`src/rtl/tx_pkg.sv`:
```
// tx_pkg: parity-mode constants and FSM state encoding shared by the serial transmitter
package tx_pkg;
  localparam int PAR_NONE = 0;
  localparam int PAR_EVEN = 1;
  localparam int PAR_ODD  = 2;
  typedef enum logic [2:0] {IDLE, START, DATA, PARITY, STOP} tx_state_t;
endpackage

```
`src/rtl/btn_debounce.sv`:
```
// btn_debounce: counts consecutive high button samples while idle and armed, emits a one-cycle trigger
module btn_debounce #(
  parameter int DEBOUNCE_CYCLES = 3
) (
  input  logic clock,
  input  logic reset_n,
  input  logic botao,
  input  logic idle,
  output logic trig
);
  localparam int CW = $clog2(DEBOUNCE_CYCLES + 1);
  logic [CW-1:0] cnt_q, cnt_d;
  logic          armed_q, armed_d;
  // trigger on the sample that completes the run; a release re-arms, a trigger disarms
  always_comb begin
    trig    = idle && armed_q && botao && (cnt_q == CW'(DEBOUNCE_CYCLES - 1));
    armed_d = !botao ? 1'b1 : (trig ? 1'b0 : armed_q);
    cnt_d   = (!botao || !idle || trig) ? '0 : (armed_q ? cnt_q + 1'b1 : cnt_q);
  end
  // register armed flag and run counter
  always_ff @(posedge clock) begin
    if (!reset_n) begin
      cnt_q   <= '0;
      armed_q <= 1'b0;
    end else begin
      cnt_q   <= cnt_d;
      armed_q <= armed_d;
    end
  end
endmodule

```
`src/rtl/tx_serial_param.sv`:
```
// tx_serial_param: parametrised LSB-first serial frame transmitter triggered by handshake or button
module tx_serial_param
  import tx_pkg::*;
#(
  parameter int DATA_W          = 8,
  parameter int CLKS_PER_BIT    = 4,
  parameter int PARITY_MODE     = 0,
  parameter int STOP_BITS       = 1,
  parameter int DEBOUNCE_CYCLES = 3
) (
  input  logic              clock,
  input  logic              reset_n,
  input  logic              botao,
  input  logic              start,
  input  logic [DATA_W-1:0] data,
  output logic              ready,
  output logic              busy,
  output logic              done,
  output logic              out
);
  localparam int BW = (CLKS_PER_BIT > 1) ? $clog2(CLKS_PER_BIT) : 1;
  localparam int NW = $clog2(DATA_W + 1);

  if (PARITY_MODE > 2 || STOP_BITS < 1 || STOP_BITS > 2) begin : g_bad_param
    $error("tx_serial_param: PARITY_MODE must be 0..2 and STOP_BITS 1..2");
  end

  tx_state_t         state_q, state_d;
  logic [BW-1:0]     baud_q, baud_d;
  logic [NW-1:0]     bit_q, bit_d;
  logic [DATA_W-1:0] sh_q, sh_d;
  logic              par_q, par_d;
  logic              out_q, out_d;
  logic              ready_q, ready_d;
  logic              busy_q, busy_d;
  logic              done_q, done_d;
  logic              trig, wrap, accept, last_data, last_stop;

  btn_debounce #(.DEBOUNCE_CYCLES(DEBOUNCE_CYCLES)) u_debounce (
    .clock   (clock),
    .reset_n (reset_n),
    .botao   (botao),
    .idle    (state_q == IDLE),
    .trig    (trig)
  );

  // next-state, shift and bit-timing logic; outputs derive from the next state so they register cleanly
  always_comb begin
    wrap      = baud_q == BW'(CLKS_PER_BIT - 1);
    accept    = (state_q == IDLE) && ((start && ready_q) || trig);
    last_data = bit_q == NW'(DATA_W - 1);
    last_stop = (STOP_BITS == 1) || (bit_q == NW'(1));
    baud_d    = (state_q == IDLE || wrap) ? '0 : baud_q + 1'b1;
    state_d   = state_q;
    bit_d     = bit_q;
    sh_d      = sh_q;
    par_d     = par_q;
    case (state_q)
      IDLE: if (accept) begin
        state_d = START;
        sh_d    = data;
        par_d   = (^data) ^ (PARITY_MODE == PAR_ODD);
      end
      START: if (wrap) state_d = DATA;
      DATA: if (wrap) begin
        sh_d    = sh_q >> 1;
        bit_d   = last_data ? '0 : bit_q + 1'b1;
        state_d = !last_data ? DATA : (PARITY_MODE != PAR_NONE) ? PARITY : STOP;
      end
      PARITY: if (wrap) state_d = STOP;
      STOP: if (wrap) begin
        bit_d   = last_stop ? '0 : bit_q + 1'b1;
        state_d = last_stop ? IDLE : STOP;
      end
      default: state_d = IDLE;
    endcase
    out_d   = (state_d == START)  ? 1'b0 :
              (state_d == DATA)   ? sh_d[0] :
              (state_d == PARITY) ? par_d : 1'b1;
    ready_d = state_d == IDLE;
    busy_d  = state_d != IDLE;
    done_d  = (state_q == STOP) && (state_d == IDLE);
  end

  // state and registered outputs; reset aborts any frame and idles the line high
  always_ff @(posedge clock) begin
    if (!reset_n) begin
      state_q <= IDLE;
      baud_q  <= '0;
      bit_q   <= '0;
      sh_q    <= '0;
      par_q   <= 1'b0;
      out_q   <= 1'b1;
      ready_q <= 1'b1;
      busy_q  <= 1'b0;
      done_q  <= 1'b0;
    end else begin
      state_q <= state_d;
      baud_q  <= baud_d;
      bit_q   <= bit_d;
      sh_q    <= sh_d;
      par_q   <= par_d;
      out_q   <= out_d;
      ready_q <= ready_d;
      busy_q  <= busy_d;
      done_q  <= done_d;
    end
  end

  assign out   = out_q;
  assign ready = ready_q;
  assign busy  = busy_q;
  assign done  = done_q;
endmodule

```
`config.mk`:
```
export PLATFORM = sky130hd
export DESIGN_NAME = tx_serial_param
export DESIGN_NICKNAME = d
export VERILOG_FILES = /design/src/rtl/tx_pkg.sv /design/src/rtl/btn_debounce.sv /design/src/rtl/tx_serial_param.sv
export SDC_FILE = /design/constraint.sdc
export NUM_CORES = 1
export LEC_CHECK = 0
export ABC_AREA = 0
export BUFFER_PORTS_ARGS = -buffer_cell sky130_fd_sc_hd__buf_2
export CORE_MARGIN = 4
export CORE_UTILIZATION = 55
export DETAILED_ROUTE_END_ITERATION = 8
export PLACE_DENSITY = 0.84
export SLEW_MARGIN = 20
export SYNTH_ARGS = -nofsm -noshare
export SYNTH_HDL_FRONTEND = slang
export SYNTH_HIERARCHICAL = 1
export SYNTH_SLANG_ARGS = --single-unit
```
`constraint.sdc`:
```
create_clock -name clock -period 2.52 [get_ports clock]
set_input_delay 0.126 -clock clock [delete_from_list [all_inputs] [get_ports clock]]
set_output_delay 0.126 -clock clock [all_outputs]
set_load 0.05 [all_outputs]
```
==> results of run 1 <==
-- cell usage after synthesis (2+ instances only) --
master     n
a21oi_1   12
a222oi_1   2
and2_1     2
and2_2     2
buf_4      2
clkbuf_1   2
dfxtp_1   25
ha_1       4
inv_1      2
nand2_1   11
nand2b_1   4
nand3_1    8
nor2_1    12
nor3_1     2
o21ai_0   15
or3b_1     2
xnor2_1    8
-- tightest hold or removal path, stage by stage --
cell     delay (ns)
buf_2          0.11
nand2_1        0.05
a21oi_1        0.05
-- per-stage QoR --
stage                     area (µm²)  instances
after floorplan                 1200        137
after global placement          1280        174
after detailed placement        1280        174
after CTS                       1310        178
after global routing            1320        179
final                           1320        179
-- state kept, by name, summed over array words and instances, names as in the netlist --
register	cells
done	1
bit_q	4
state_q	3
busy	1
par_q	1
out	1
u_debounce/cnt_q	2
sh_q	8
baud_q	2
u_debounce/armed_q	1
ready	1
-- area by class of cell --
| cell class | instances | area (µm²) | area share (%) |
|---|---|---|---|
| clock buffers | 4 | 26.3 | 1.99 |
| inverters | 2 | 7.51 | 0.569 |
| multi-input cells | 105 | 667 | 50.5 |
| flip-flops and latches | 25 | 500 | 37.9 |
| well taps | 27 | 33.8 | 2.56 |
| repair buffers | 16 | 85.1 | 6.45 |
-- worst max-delay path by stage --
stage / startpoint / end / slack, ns
2_1_floorplan: u_debounce/cnt_q[0]$_SDFFE_PP0P_ / out$_SDFF_PN1_ / 0.59
3_3_place_gp: state_q[1]$_SDFF_PN0_ / out$_SDFF_PN1_ / 0.45
3_5_place_dp: state_q[1]$_SDFF_PN0_ / out$_SDFF_PN1_ / 0.34
4_1_cts: state_q[1]$_SDFF_PN0_ / out$_SDFF_PN1_ / 0.31
5_1_grt: state_q[1]$_SDFF_PN0_ / out$_SDFF_PN1_ / 0.18
6_report: state_q[1]$_SDFF_PN0_ / out$_SDFF_PN1_ / 0.28
-- kinds of logic (layout without fill, tap and decap cells) --
family	after synthesis	count (layout)	synth area share [%]
flops	25	25	41.6
simple gates	51	51	23.8
buf+inv	7	22	2.91
fa+ha+maj	4	4	4.16
compound gates	42	42	21.6
xor+xnor	8	8	5.83
-- power by group through the flow --
| stage | registers [mW] | logic [mW] | clock network, mW |
|---|---|---|---|
| final | 0.434 | 0.132 | 0.170 |
| after global routing | 0.437 | 0.144 | 0.195 |
| after detailed placement | 0.442 | 0.129 | 0 |
| after floorplan | 0.458 | 0.0770 | 0 |
| after global placement | 0.442 | 0.124 | 0 |
| after CTS | 0.433 | 0.130 | 0.176 |
-- layer usage --
metal / vias up / share of wire, %
li1: 528 / -
met1: 499 / 45
met2: 24 / 49
met3: 2 / 4.6
met4: 0 / 0.54
met5: - / 0
-- what timing repair did --
item,in CTS,in global routing
gates resized for setup,0,0
buffers inserted,0,0
hold buffers,0,1
hold endpoints to repair,0,1
==> results.txt, run 1 <==
number of cells on the critical path: 7
post-synthesis instance total: 137
largest net degree at the start of global routing: 14
crit path max fanout: 12
Req. time, crit path: 2.73 ns
Hold Slack: 0.0704 ns
Final min period: 2.24 ns
CTS clk-pin slew, worst paths: 0.12 ns
# setup viols final: 0
HP Start: data[7]
core area: 2020 µm²
WHS Endpoint: sh_q[7]$_SDFFE_PN0P_
Congestion Overflow GR: 0
Net Sw Power: 0.201 mW
period utilisation layout: 89.1%
Net Sw Frac: 27.4%
crit-path cells: nor3_4 > and4_1 > a21o_1 > and2_2 > a222oi_1 > nand3_1 > a211o_1
Yosys top cell by area: dfxtp_1
wire length per cell: 14.4 µm
root buf cell: clkbuf_4
# DRC: 0
H-tree lvl count: 1
sequential share of power: 59.0%
fillers: 178
antenna viol nets, final: 0
RD Place Congestion: 0.872
Setup Total Neg Slack: 0 ns
most frequent cells in the layout: 25 x dfxtp_1, 15 x o21ai_0, 15 x buf_2, 12 x nor2_1, 12 x a21oi_1
setup slack after placement: 0.337 ns
Mean Syn Cell Area: 8.78 µm²
Most used DFF post-synth: dfxtp_1
top-area cell type share of the netlist area: 41.6%
Worst-Skew Late Latency: 0.30 ns
Pwr Total: 0.736 mW
crit end category: register
Combinational Power Share: 18.0%
io pins: 16
Post-synth EDFFs: 0
hold path cells: 3
Async SR Flop Fraction: 0%
highest clock rate: 446 MHz
first-pass GRT wire length: 4.22 mm
slowest stage delay, CP: 0.62 ns
r2r endpoint: out$_SDFF_PN1_
initial DRC count: 35
vias in the first global route: 983
CTS tree: yes
Initial Utilization: 59.5%
Final Max Tran Viols: 0
Pre-Repair DR Iteration Count: 4
Bufs on Longest Clock Path: 2
GRT Util Overall: 19.2%
chip width: 54.8 µm
met3 Usage GRT: 3.27%
worst hold path class: input port to register
clock skew: 0.00321 ns
Buf+Inv Stages, Crit Path: 0
Total Wirelength: 2.57 mm
Nets: 169
Startpoint Class: register
worst slew pin tran: 0.568 ns
slowest stage cell on the critical path: dfxtp_1
GR met2 Demand/Resource: 31.7%
Worst Path Arrival: 2.45 ns
num rows: 16
Cell Pwr Density: 557 nW/µm²
GRT Max-Usage Layer: met2
layout cells sized above 1: 15.1%
status: finished clean
clock group share of total power: 23.1%
Cell Int Power: 0.534 mW
CTS Buf Count: 3
#FFs+latches synth: 25
GR Util met1: 24.7%
relative max-transition margin: 61.8%
Antenna Cells: 0
Port Buf Inserts: 15
Setup WS post-layout: 0.276 ns
crit-path leading delay family: compound AO/OA/AOI/OAI gates
r2r setup slk: 0.28 ns
CTS sink count: 25
vias: 1053
initial antenna violation count: 0
Peak VDD IR: 0.365 mV
unrepaired setup endpoints after global routing: false
Chip Height: 54.8 µm
syn_nets: 153
reg2reg path depth: 7
die area: 3000 µm²
DR vias/cell: 5.88
area grow syn2layout: 9.78%
Area contributors post-synth: dfxtp_1 42%, o21ai_0 6.2%, xnor2_1 5.8%
FF-to-FF Start: state_q[1]$_SDFF_PN0_
number of max-cap violations: 0
YS warnings: 6
leak pwr: 0.508 nW
sequential-to-total area share from yosys stat: 41.6%
count of final hold-check violations: 0
DPL Wire Length: 1.89 mm
path type of the worst setup path: register to register
synth unique cells: 39
Netlist Area Pre-Place: 1200 µm²
post-layout util: 65.3%
most common cell after layout, fill and taps aside: dfxtp_1
Note: power is estimated with default switching activity, not from simulation.
==> run 2, diff against run 1 <==
==> constraint.sdc (replaced) <==
create_clock -name clock -period 2.4 [get_ports clock]
set_input_delay 0.12 -clock clock [delete_from_list [all_inputs] [get_ports clock]]
set_output_delay 0.12 -clock clock [all_outputs]
set_load 0.05 [all_outputs]
==> run 2 against run 1 <==
Against the previous run:
- wire length is 1.2% lower
- clock-buffer cell count fell by 1
- total power grew 7.3%
- sequential share of layout area fell by 0.32 points
- highest routed layer unchanged
- critical path type unchanged
- critical endpoint unchanged
- core utilization increased by 0.56 points
==> results.txt, run 2 (same netlist as run 1, synthesis figures left out) <==
Req. time, crit path: 2.64 ns (-0.09 ns)
slowest stage delay, CP: 0.37 ns (-0.25 ns)
vias: 1050 (-0.28%)
post-layout util: 65.8% (+0.56 points)
Congestion Overflow GR: 0 (unchanged)
Final min period: 2.11 ns (-0.132 ns)
Post-Place Cell Area: 1290 µm² (+0.59%)
Startpoint Class: register
most frequent cells in the layout: 25 x dfxtp_1, 15 x o21ai_0, 15 x buf_2, 12 x nor2_1, 12 x a21oi_1
CTS tree: yes
CTS clk-pin slew, worst paths: 0.14 ns (+0.02 ns)
leak pwr: 0.513 nW (+0.87%)
Bufs on Longest Clock Path: 2 (unchanged)
first-pass GRT wire length: 4.17 mm (-1.1%)
hold path cells: 3 (unchanged)
chip width: 54.8 µm (unchanged)
Top reg by flops: sh_q
wire length per cell: 14.1 µm (-1.8%)
Total Wirelength: 2.54 mm (-1.2%)
Cell Pwr Density: 593 nW/µm² (+6.4%)
final instance area: 1330 µm² (+0.85%)
number of max-cap violations: 0 (unchanged)
Buf+Inv Stages, Crit Path: 1 (+1)
core area: 2020 µm² (unchanged)
unrepaired setup endpoints after global routing: false
H-tree lvl count: 1 (unchanged)
Combinational Power Share: 17.3% (-0.7 points)
Antenna Cells: 0 (unchanged)
DPL Wire Length: 1.95 mm (+3.0%)
worst slew pin tran: 0.598 ns (+0.0297 ns)
path type of the worst setup path: register to register
fillers: 177 (-0.56%)
Port Buf Inserts: 15 (unchanged)
# DRC: 0 (unchanged)
period utilisation layout: 88.0% (-1.0 points)
Peak VDD IR: 0.695 mV (+90%)
Final Max Tran Viols: 0 (unchanged)
area grow syn2layout: 10.7%
highest clock rate: 473 MHz (+6.2%)
crit-path leading delay family: compound AO/OA/AOI/OAI gates
count of final hold-check violations: 0 (unchanged)
vias in the first global route: 980 (-0.31%)
slowest stage cell on the critical path: dfxtp_1
Net Sw Frac: 29.0% (+1.6 points)
Worst-Skew Late Latency: 0.34 ns (+0.04 ns)
top flop regs: sh_q (8), bit_q (4), state_q (3)
# setup viols final: 0 (unchanged)
Net Sw Power: 0.229 mW (+14%)
initial DRC count: 54 (+54%)
Chip Height: 54.8 µm (unchanged)
final cell count without fillers: 180 (+0.56%)
sequential share of power: 57.7% (-1.3 points)
reg2reg path depth: 8 (+1)
number of cells on the critical path: 8 (+1)
layout cells sized above 1: 16.3% (+1.2 points)
Pre-Repair DR Iteration Count: 5 (+1)
RD Place Congestion: 0.857 (-1.7%)
root buf cell: clkbuf_4
status: finished clean
initial antenna violation count: 0 (unchanged)
Largest register FFs: 8 (unchanged)
CTS Buf Count: 3 (unchanged)
antenna viol nets, final: 0 (unchanged)
crit-path cells: inv_1 > ha_1 > and4_1 > a21o_1 > and2_2 > a222oi_1 > nand3_1 > a211o_1
DR vias/cell: 5.83 (-0.84%)
io pins: 16 (unchanged)
Hold Slack: 0.0434 ns (-0.0270 ns)
Initial Utilization: 59.5% (unchanged)
clock group share of total power: 25.0% (+1.9 points)
crit end category: register
Setup Total Neg Slack: 0 ns (unchanged)
Seq. cell area: 500 µm² (unchanged)
GRT Util Overall: 20.0% (+0.78 points)
relative max-transition margin: 59.8% (-2.0 points)
Nets: 170 (+0.59%)
Worst Path Arrival: 2.36 ns (-0.09 ns)
multi-input logic area: 667 µm² (unchanged)
placed insts: 175 (+0.57%)
worst hold path class: input port to register
crit path max fanout: 6 (-6)
Cell Int Power: 0.560 mW (+4.9%)
die area: 3000 µm² (unchanged)
clock skew: 0.00774 ns (+0.00452 ns)
most common cell after layout, fill and taps aside: dfxtp_1
num rows: 16 (unchanged)
largest net degree at the start of global routing: 16 (+2)
CTS sink count: 25 (unchanged)
-- run 2: layout make-up --
class	count	share of cell area [%]
multi-input cells	105	50.1
flip-flops and latches	25	37.6
repair buffers	17	6.95
well taps	27	2.54
clock buffers	3	1.69
clock inverters	1	0.564
inverters	2	0.564
-- run 2: worst reg2reg max path: cells and delay by family, from the launching register on --
| family | cells | cell delay, ns |
|---|---|---|
| fa+ha+maj | 1 | 0.23 |
| flops | 1 | 0.37 |
| buf+inv | 1 | 0.05 |
| compound gates | 3 | 0.81 |
| simple gates | 3 | 0.56 |
-- run 2: worst paths after layout --
check	from	end	slack (ns)
worst max-delay path	u_debounce/cnt_q[0]$_SDFFE_PP0P_	out$_SDFF_PN1_	0.29
worst min-delay path	data[7]	sh_q[7]$_SDFFE_PN0P_	0.04
worst max register to register	u_debounce/cnt_q[0]$_SDFFE_PP0P_	out$_SDFF_PN1_	0.29
worst min register to register	sh_q[7]$_SDFFE_PN0P_	sh_q[6]$_SDFFE_PN0P_	0.47
-- run 2: repair_timing --
| item | in CTS | in global routing |
|---|---|---|
| hold buffers | 1 | 0 |
| hold endpoints to repair | 1 | 0 |
| buffers inserted | 0 | 0 |
| resized for setup | 0 | 0 |
-- run 2: routing by layer --
metal  GRT usage [%]  part of all wire (%)
met1            23.3                    42
met2            32.7                    49
met3            6.54                   7.1
met4            9.54                   1.3
met5               0                     0
-- run 2: power by group through the flow --
stage / sequential, mW / clock [mW] / combinational [mW]
after floorplan: 0.481 / 0 / 0.0808
after global placement: 0.464 / 0 / 0.130
final: 0.456 / 0.197 / 0.136
after global routing: 0.458 / 0.217 / 0.151
after CTS: 0.455 / 0.201 / 0.136
after detailed placement: 0.464 / 0 / 0.134
-- run 2: stage by stage --
step	power (mW)	setup slack, ns
floorplan	0.562	0.470
global route	0.827	0.0997
finish	0.789	0.287
global placement	0.594	0.402
detailed placement	0.599	0.309
CTS	0.792	0.292
==> run 3, diff against run 2 <==
--- a/config.mk
+++ b/config.mk
@@ -7,6 +7,7 @@
 export LEC_CHECK = 0
 export ABC_AREA = 0
 export BUFFER_PORTS_ARGS = -buffer_cell sky130_fd_sc_hd__buf_2
+export CORE_ASPECT_RATIO = 1.1
 export CORE_MARGIN = 4
 export CORE_UTILIZATION = 55
 export DETAILED_ROUTE_END_ITERATION = 8
==> run 3 against run 2 <==
Against the previous run:
- register-to-register slack worse by 0.08 ns
- clock skew down 0.0056 ns
- clock power shrank 9.6%
- highest routed layer unchanged
==> results.txt, run 3 (same netlist as run 1, synthesis figures left out) <==
Initial Utilization: 58.9% (-0.58 points)
Cell Pwr Density: 581 nW/µm² (-2.0%)
DR vias/cell: 5.83 (unchanged)
initial antenna violation count: 0 (unchanged)
CTS sink count: 25 (unchanged)
num rows: 17 (+1)
# setup viols final: 0 (unchanged)
GRT Util Overall: 18.0% (-2.0 points)
initial DRC count: 22 (-59%)
WHS Endpoint: sh_q[7]$_SDFFE_PN0P_
Buf+Inv Stages, Crit Path: 0 (-1)
HP Start: data[7]
vias in the first global route: 993 (+1.3%)
setup slack after placement: 0.235 ns (-0.0739 ns)
CTS tree: yes
Hold Slack: 0.0802 ns (+0.0367 ns)
Top reg by flops: sh_q
Total Wirelength: 2.46 mm (-3.5%)
leak pwr: 0.508 nW (-0.86%)
chip width: 52.6 µm (-4.0%)
Final Max Tran Viols: 0 (unchanged)
CTS Buf Count: 3 (unchanged)
most common cell after layout, fill and taps aside: dfxtp_1
area grow syn2layout: 9.89%
Resized Gates After CTS: 0 (unchanged)
period utilisation layout: 91.3% (+3.3 points)
Chip Height: 57.0 µm (+4.2%)
crit-path leading delay family: compound AO/OA/AOI/OAI gates
final cell count without fillers: 180 (unchanged)
layout cells sized above 1: 15.1% (-1.2 points)
number of max-cap violations: 0 (unchanged)
Setup WS post-layout: 0.209 ns (-0.0784 ns)
crit end category: register
vias: 1050 (unchanged)
io pins: 16 (unchanged)
most frequent cells in the layout: 25 x dfxtp_1, 15 x o21ai_0, 15 x buf_2, 12 x nor2_1, 12 x a21oi_1
status: finished clean
Final min period: 2.19 ns (+0.0784 ns)
crit-path cells: nor3_4 > and4_1 > a21o_1 > and2_2 > a222oi_1 > nand3_1 > a211o_1
# DRC: 0 (unchanged)
FF-to-FF Start: state_q[1]$_SDFF_PN0_
hold path cells: 3 (unchanged)
Startpoint Class: register
reg2reg path depth: 7 (-1)
clock skew: 0.00215 ns (-0.00559 ns)
highest clock rate: 456 MHz (-3.6%)
Congestion Overflow GR: 0 (unchanged)
largest net degree at the start of global routing: 14 (-2)
relative max-transition margin: 58.4% (-1.5 points)
worst slew pin tran: 0.620 ns (+0.0218 ns)
Pre-Repair DR Iteration Count: 5 (unchanged)
crit path max fanout: 12 (+6)
Setup Total Neg Slack: 0 ns (unchanged)
final instance area: 1320 µm² (-0.75%)
unrepaired setup endpoints after global routing: false
core area: 2040 µm² (+0.99%)
root buf cell: clkbuf_4
Nets: 169 (-0.59%)
Worst Path Arrival: 2.40 ns (+0.04 ns)
Post-Place Cell Area: 1280 µm² (-0.48%)
slowest stage delay, CP: 0.62 ns (+0.25 ns)
DPL Wire Length: 1.88 mm (-3.8%)
Antenna Cells: 0 (unchanged)
fillers: 193 (+9.0%)
H-tree lvl count: 1 (unchanged)
count of final hold-check violations: 0 (unchanged)
Worst-Skew Late Latency: 0.30 ns (-0.04 ns)
die area: 3000 µm² (about the same)
r2r endpoint: out$_SDFF_PN1_
RD Place Congestion: 0.853 (-0.40%)
wire length per cell: 13.6 µm (-3.5%)
antenna viol nets, final: 0 (unchanged)
top flop regs: sh_q (8), bit_q (4), state_q (3)
path type of the worst setup path: register to register
post-layout util: 64.7% (-1.1 points)
slowest stage cell on the critical path: dfxtp_1
first-pass GRT wire length: 4.18 mm (+0.34%)
placed insts: 175 (unchanged)
Pwr Total: 0.768 mW (-2.7%)
r2r setup slk: 0.21 ns (-0.08 ns)
Peak VDD IR: 0.370 mV (-47%)
Req. time, crit path: 2.61 ns (-0.03 ns)
worst hold path class: input port to register
Bufs on Longest Clock Path: 2 (unchanged)
Port Buf Inserts: 15 (unchanged)
Largest register FFs: 8 (unchanged)
CTS clk-pin slew, worst paths: 0.13 ns (about the same)
run 3: cell type report:
class,instances,area (µm²),area share (%)
Timing Repair Buffer,16,85.1,6.44
Tap cell,28,35.0,2.65
Inverter,2,7.51,0.568
Multi-Input combinational cell,105,667,50.5
Sequential cell,25,500,37.9
Clock buffer,4,26.3,1.99
run 3: timing repair:
action	CTS	global route
setup endpoints to repair	0	0
buffers inserted	0	0
endpoints found under the hold margin	1	0
hold buffers	1	0
run 3: worst register-to-register path: stages (launching register included):
cell	delay, ns
dfxtp_1	0.62
nor3_4	0.12
and4_1	0.20
a21o_1	0.18
and2_2	0.24
a222oi_1	0.35
nand3_1	0.13
a211o_1	0.27
run 3: where the power goes:
part,internal (mW),switching (mW),total (mW),leakage (nW)
clock network,0.0647,0.113,0.178,0.0150
registers,0.440,0.0146,0.455,0.205
logic,0.0558,0.0791,0.135,0.288
run 3: layer usage:
metal | share of wire, % | track usage, % | up-vias
met5 | 0 | 0 | -
li1 | - | - | 528
met3 | 3.9 | 3.66 | 4
met2 | 53 | 31.7 | 28
met4 | 1.4 | 7.66 | 0
met1 | 42 | 20.5 | 490
run 3: worst max path at each step:
stage / from / to / cells after the start / slack, ns
finish: state_q[1]$_SDFF_PN0_ / out$_SDFF_PN1_ / 7 / 0.21
global route: state_q[1]$_SDFF_PN0_ / out$_SDFF_PN1_ / 7 / 0.08
CTS: state_q[1]$_SDFF_PN0_ / out$_SDFF_PN1_ / 7 / 0.21
detailed placement: state_q[1]$_SDFF_PN0_ / out$_SDFF_PN1_ / 7 / 0.24
global placement: state_q[1]$_SDFF_PN0_ / out$_SDFF_PN1_ / 7 / 0.33
floorplan: u_debounce/cnt_q[0]$_SDFFE_PP0P_ / out$_SDFF_PN1_ / 8 / 0.47
